## config.mk

```make
export PLATFORM = sky130hd
export DESIGN_NAME = lcd_bus_rx
export DESIGN_NICKNAME = d
export VERILOG_FILES = /design/src/rtl/lcd_pkg.sv /design/src/rtl/lcd_shadow_ram.sv /design/src/rtl/lcd_bus_rx.sv
export SDC_FILE = /design/constraint.sdc
export NUM_CORES = 1
export LEC_CHECK = 0
export BUFFER_PORTS_ARGS = -buffer_cell sky130_fd_sc_hd__buf_2
export CAP_MARGIN = 10
export CORE_AREA = 5 5 183 185
export DETAILED_ROUTE_END_ITERATION = 6
export DIE_AREA = 0 0 188 190
export HOLD_SLACK_MARGIN = 0.1
export PLACE_DENSITY = 0.66
export SYNTH_ARGS = -nofsm -noshare
export SYNTH_HDL_FRONTEND = slang
export SYNTH_SLANG_ARGS = --single-unit
```

## constraint.sdc

```tcl
create_clock -name clk -period 8.94 [get_ports clk]
set_input_delay 2.682 -clock clk [delete_from_list [all_inputs] [get_ports clk]]
set_output_delay 2.682 -clock clk [all_outputs]
set_load 0.01 [all_outputs]
```

## src/rtl/lcd_pkg.sv

```systemverilog
// Shared encodings for the LCD bus receiver: FSM states, HD44780 command codes,
// blank character and the bit positions inside the 3-bit control bus.
package lcd_pkg;

    typedef enum logic [1:0] {
        ST_INIT8 = 2'd0,
        ST_HI    = 2'd1,
        ST_LO    = 2'd2,
        ST_CLR   = 2'd3
    } lcd_state_t;

    localparam int RAM_DEPTH = 32;
    localparam int ADDR_W    = 5;

    localparam logic [7:0] CMD_CLEAR     = 8'h01;
    localparam logic [7:0] CMD_LINE1     = 8'h80;
    localparam logic [7:0] CMD_LINE2     = 8'hC0;
    localparam logic [7:0] CMD_FUNC_4BIT = 8'h28;
    localparam logic [7:0] CMD_DISP_ON   = 8'h0C;
    localparam logic [7:0] CMD_ENTRY_INC = 8'h06;

    localparam logic [7:0] BLANK_CHAR = 8'h20;

    localparam logic [3:0] NIB_WAKE = 4'h3;
    localparam logic [3:0] NIB_4BIT = 4'h2;

    localparam int CTL_E  = 2;
    localparam int CTL_RS = 1;
    localparam int CTL_RW = 0;

    // Line 1 (0x80..0x8F) maps to 0..15, line 2 (0xC0..0xCF) to 16..31.
    function automatic logic [ADDR_W-1:0] ddram_to_cursor(input logic [7:0] cmd);
        return {|(cmd & CMD_LINE2 & ~CMD_LINE1), cmd[3:0]};
    endfunction

endpackage

```

## src/rtl/lcd_shadow_ram.sv

```systemverilog
// 32x8 shadow display RAM: one synchronous write port, one registered read port
// that returns the pre-write contents when both hit the same address.
module lcd_shadow_ram
    import lcd_pkg::*;
(
    input  logic              clk,
    input  logic              rst,
    input  logic              we,
    input  logic [ADDR_W-1:0] waddr,
    input  logic [7:0]        wdata,
    input  logic [ADDR_W-1:0] raddr,
    output logic [7:0]        rdata
);

    logic [7:0] mem [RAM_DEPTH];

    always_ff @(posedge clk) begin
        if (we) begin
            mem[waddr] <= wdata;
        end
    end

    always_ff @(posedge clk) begin
        if (rst) begin
            rdata <= '0;
        end else begin
            rdata <= mem[raddr];
        end
    end

endmodule

```

## src/rtl/lcd_bus_rx.sv

```systemverilog
// Snoops the 4-bit HD44780 writer bus, decodes bytes and mirrors the display
// into a shadow RAM. Define LCD_BUS_RX_BUSY_EN to enforce controller busy time.
module lcd_bus_rx
    import lcd_pkg::*;
#(
    parameter int BUSY_CYC     = 2000,
    parameter int BUSY_CLR_CYC = 82000
)
(
    input  logic        clk,
    input  logic        rst,
    input  logic [2:0]  control,
    input  logic [3:0]  dataout,
    input  logic [4:0]  RADD,
    output logic [7:0]  RDATA,
    output logic        byte_valid,
    output logic        byte_rs,
    output logic [7:0]  byte_val,
    output logic        disp_on,
    output logic        mode4,
    output logic        err
);

    lcd_state_t        state;
    logic [2:0]        ctl_p0;
    logic [3:0]        dat_p0;
    logic [1:0]        e_run_p0;
    logic [3:0]        hi_nib;
    logic [7:0]        byte_cur;
    logic [ADDR_W-1:0] cursor;
    logic [ADDR_W-1:0] clr_addr;
    logic              inc;
    logic              wr_en;
    logic [ADDR_W-1:0] wr_addr;
    logic [7:0]        wr_data;
    logic              busy;
    logic              e_fall;
    logic              e_short;
    logic              e_read;
    logic              strobe_raw;
    logic              strobe_drop;
    logic              strobe;

    // Stage p0: registered bus copy and length of the current E-high run
    always_ff @(posedge clk) begin
        if (rst) begin
            ctl_p0   <= '0;
            e_run_p0 <= '0;
        end else begin
            ctl_p0 <= control;
            if (control[CTL_E]) begin
                e_run_p0 <= (e_run_p0 == 2'd2) ? 2'd2 : e_run_p0 + 2'd1;
            end else begin
                e_run_p0 <= '0;
            end
        end
    end

    always_ff @(posedge clk) begin
        dat_p0 <= dataout;
    end

    assign e_fall      = ctl_p0[CTL_E] & ~control[CTL_E];
    assign e_short     = e_fall & (e_run_p0 < 2'd2);
    assign e_read      = e_fall & ~e_short & ctl_p0[CTL_RW];
    assign strobe_raw  = e_fall & ~e_short & ~ctl_p0[CTL_RW];
    assign strobe_drop = strobe_raw & ((state == ST_CLR) | busy);
    assign strobe      = strobe_raw & ~strobe_drop;
    assign byte_cur    = {hi_nib, dat_p0};

`ifdef LCD_BUS_RX_BUSY_EN
    localparam int BUSY_MAX = (BUSY_CLR_CYC > BUSY_CYC) ? BUSY_CLR_CYC : BUSY_CYC;
    localparam int BUSY_W   = $clog2(BUSY_MAX + 1);

    logic [BUSY_W-1:0] busy_cnt;

    // The clear command keeps the real controller busy far longer than other bytes.
    always_ff @(posedge clk) begin
        if (rst) begin
            busy_cnt <= '0;
        end else if ((state == ST_LO) && strobe) begin
            busy_cnt <= (!ctl_p0[CTL_RS] && (byte_cur == CMD_CLEAR)) ?
                        BUSY_W'(BUSY_CLR_CYC) : BUSY_W'(BUSY_CYC);
        end else if (busy_cnt != '0) begin
            busy_cnt <= busy_cnt - 1'b1;
        end
    end

    assign busy = (busy_cnt != '0);
`else
    assign busy = 1'b0;
`endif

    // Stage p1: decode FSM, registered outputs and RAM write request
    always_ff @(posedge clk) begin
        if (rst) begin
            state      <= ST_CLR;
            clr_addr   <= '0;
            cursor     <= '0;
            inc        <= 1'b1;
            disp_on    <= 1'b0;
            mode4      <= 1'b0;
            err        <= 1'b0;
            byte_valid <= 1'b0;
            byte_rs    <= 1'b0;
            byte_val   <= '0;
            wr_en      <= 1'b0;
        end else begin
            byte_valid <= 1'b0;
            wr_en      <= 1'b0;
            if (e_short | e_read | strobe_drop) begin
                err <= 1'b1;
            end
            case (state)
                ST_CLR: begin
                    wr_en    <= 1'b1;
                    wr_addr  <= clr_addr;
                    wr_data  <= BLANK_CHAR;
                    clr_addr <= clr_addr + 1'b1;
                    if (clr_addr == ADDR_W'(RAM_DEPTH - 1)) begin
                        cursor <= '0;
                        state  <= mode4 ? ST_HI : ST_INIT8;
                    end
                end
                ST_INIT8: begin
                    if (strobe) begin
                        if (dat_p0 == NIB_4BIT) begin
                            mode4 <= 1'b1;
                            state <= ST_HI;
                        end else if (dat_p0 != NIB_WAKE) begin
                            err <= 1'b1;
                        end
                    end
                end
                ST_HI: begin
                    if (strobe) begin
                        hi_nib <= dat_p0;
                        state  <= ST_LO;
                    end
                end
                ST_LO: begin
                    if (strobe) begin
                        byte_valid <= 1'b1;
                        byte_rs    <= ctl_p0[CTL_RS];
                        byte_val   <= byte_cur;
                        state      <= ST_HI;
                        if (ctl_p0[CTL_RS]) begin
                            wr_en   <= 1'b1;
                            wr_addr <= cursor;
                            wr_data <= byte_cur;
                            cursor  <= inc ? cursor + 1'b1 : cursor - 1'b1;
                        end else if (byte_cur == CMD_CLEAR) begin
                            clr_addr <= '0;
                            state    <= ST_CLR;
                        end else if (byte_cur[7]) begin
                            cursor <= ddram_to_cursor(byte_cur);
                        end else if ((byte_cur & 8'hF8) == (CMD_DISP_ON & 8'hF8)) begin
                            disp_on <= byte_cur[2];
                        end else if ((byte_cur & 8'hFC) == (CMD_ENTRY_INC & 8'hFC)) begin
                            inc <= byte_cur[1];
                        end else if ((byte_cur & 8'hE0) == (CMD_FUNC_4BIT & 8'hE0)) begin
                            // Function set is legal traffic but changes nothing here.
                        end
                    end
                end
                default: state <= ST_CLR;
            endcase
        end
    end

    lcd_shadow_ram u_ram (
        .clk   (clk),
        .rst   (rst),
        .we    (wr_en),
        .waddr (wr_addr),
        .wdata (wr_data),
        .raddr (RADD),
        .rdata (RDATA)
    );

endmodule

```

==> summary.md <==
| Metric | Value |
|---|---|
| Synth area leader | edfxtp_1 |
| Via density | 5.38 |
| Final non-filler cell total | ~1100 |
| Max Buffers Root-to-Sink | 3 |
| Mean Syn Cell Area | 18.9 sq um |
| First-pass GRT wire length | 38.0 mm |
| Combinational share of power | 0.035 |
| Layout cell share with drive strength beyond 1 | 0.201 |
| Place WS | 3650 ps |
| Worst-margin pin slew | 1240 ps |
| Detailed Routing Iterations Pass 1 | 5 |
| Largest net degree at the start of global routing | 44 |
| Final worst slack | 4210 ps |
| Cell Int Power | 0.00242 W |
| Fin crit share | 0.529 |
| Core footprint | 31900 sq um |
| Commonest register cell after synthesis | edfxtp_1 |
| Clock Power Share | 0.427 |
| Initial antenna violation count | 0 |
| Post-synthesis net count | 679 |
| Max cap viols | 0 |
| Vias | 6095 |
| Top-count cell post-synth | edfxtp_1 |
| F_max | about 210 MHz |
| Clk_lat worst skew | 510 ps |
| P_sw | roughly 0.00063 W |
| Synth area leaders | edfxtp_1, mux4_2, dfxtp_1, mux4_1, nor2_1 |
| Io pins | 35 |
| DRC | 0 |
| Yosys top cell area share | 0.659 |
| Nets | 720 |
| Setup TNS | 0 ps |
| Antenna diodes | 0 |
| RR Startpoint | wr_addr[1] |
| Outcome | complete, no violations |
| Root Driver | clkbuf_16 |
| H-tree lvl count | 2 |
| WL/cell | 21.9 um |
| Post-route ant nets | 0 |
| Cell Area, Synth | 12400 sq um |
| Power per Cell Area | 218 nW/um^2 |
| Die Wd | 188 um |
| IO Port Bufs | 34 |
| DP HPWL | 15.4 mm |
| Final Setup Violations | 0 |
| Leakage | 4.57 nW |
| Final Instance Area | between 10000 and 15000 sq um |
| Netlist cell types | 53 |
| Crit Path Max Fanout | 43 |
| Seq cells post-synth | 317 |
| Final hold violation count | 0 |
| Dpl cell area | 13000 sq um |
| Global route total overflow | 0 |
| Clock Skew | 18.5 ps |
| RSZ-0062 raised after global routing | no |
| Post-synthesis sequential area ratio | 0.730 |
| Vias in the first global route | 6310 |
| Clock sinks | 317 |
| Die Ht | about 190 um |
| Synth async-reset ratio | 0 |
| CTS buffer count | 34 |
| Worst setup EP type | flip-flop |
| Row count | 66 |
| Hold Path Origin | e_run_p0[0] |
| Final max-slew violation count | 0 |
| Initial Util | 0.390 |
| Syn Inst Count | 658 |
| CTS resizes | 0 |
| Synth Warn # | 0 |
| Critical Path RT | 9290 ps |
| CP arrival | 5080 ps |
| Sw Share | 0.206 |
| TritonCTS clock tree | yes |
| Hold_buf cts | 0 |
| Reg power frac | 0.538 |
| Critical Path Start Type | input port |
| Minimum clock period | between 4000 and 5000 ps |
| Post-CTS Setup Inserts | 0 |
| Synth top cells by count | edfxtp_1, nor2_1, mux4_2, dfxtp_1, nand2_1 |
| Worst Setup SP | RADD[0] |
| EDFF count, synth | 273 |
| Area added between synthesis and finish | 12.5% |
| GP Congestion | 0.764 |
| Worst R2R Path Depth | 2 |
| Dpl cells | 1071 |
| Clock transition at the registers of the reported paths | 60 ps |
| Initial DRC count | 735 |
| WHS Path Cells | 1 |
| Worst hold-check path type | flip-flop to flip-flop |
| Rel. slew slack | 0.174 |
| Total Wirelength | 24.8 mm |
| Die area | 35700 sq um |
| Peak VDD IR | 0.147 mV |
| Total GRT Usage | 0.138 |
| Setup CP Type | input port to flip-flop |
per-stage QoR:
stage	power [W]	hold slack, ps	utilization
after floorplan	0.00174	397	-
after global placement	0.00178	407	0.407
after detailed placement	0.00178	420	0.407
after CTS	0.00308	428	0.439
after global routing	0.00316	440	0.439
final	0.00305	420	0.439
final cells by class:
cell class	instances	area, sq um
Clock buffer	45	912
Clock inverter	17	135
Fill cell	2732	17900
Inverter	15	56.3
Multi-Input combinational cell	293	3110
Sequential cell	317	9080
Tap cell	408	510
Timing Repair Buffer	38	200
final timing paths:
check | end | slack [ps]
max | u_ram.rdata[4] | 4210
min | e_run_p0[0] | 420
max reg2reg | u_ram.mem[28][7] | 6620
min reg2reg | e_run_p0[0] | 420
routing by layer:
layer / GRT usage / up-vias / wire length (um) / share of wire
li1: - / 2746 / - / -
met1: 0.191 / 3140 / 10900 / 0.44
met2: 0.228 / 177 / 12200 / 0.49
met3: 0.0290 / 32 / 1280 / 0.051
met4: 0.0305 / 0 / 400 / 0.016
met5: 0 / - / 0 / 0
placed cells by master (no fill, tap or decap), drive strengths merged, types with 10 or more instances in the layout:
master / count
mux4: 72
nand2: 32
inv: 18
clkinv: 10
mux2i: 11
buf: 38
dfxtp: 44
nor2: 50
a21oi: 19
edfxtp: 273
clkbuf: 45
power by group through the flow:
stage / registers [W] / logic [W] / clock network, W
2_1_floorplan: 0.00166 / 0.0000809 / 0
5_1_grt: 0.00164 / 0.000117 / 0.00140
4_1_cts: 0.00164 / 0.000110 / 0.00133
3_3_place_gp: 0.00167 / 0.000110 / 0
3_5_place_dp: 0.00167 / 0.000110 / 0
6_report: 0.00164 / 0.000108 / 0.00130
state kept, by name, summed over array words and instances (netlist names), 2 cells and up:
| signal | count |
|---|---|
| byte_val | 8 |
| clr_addr | 5 |
| ctl_p0 | 3 |
| cursor | 5 |
| dat_p0 | 4 |
| e_run_p0 | 2 |
| hi_nib | 4 |
| state | 2 |
| u_ram.mem | 256 |
| u_ram.rdata | 8 |
| wr_addr | 5 |
| wr_data | 8 |
worst max-delay path, stage by stage:
cell and delay (ps):
buf_2 280, buf_4 690, mux4_1 670, mux4_2 480, inv_1 140, a221oi_1 110
logic make-up after synthesis:
logic type / after synthesis / synth area share
flip-flops: 317 / 0.730
AND/OR/NAND/NOR: 134 / 0.0535
multiplexers: 88 / 0.151
AO/OA/AOI/OAI: 59 / 0.0338
adder cells (fa/ha/maj): 7 / 0.00764
XOR/XNOR: 5 / 0.00352
buffers and inverters: 48 / 0.0207
Power figures use the tool's default switching activity.
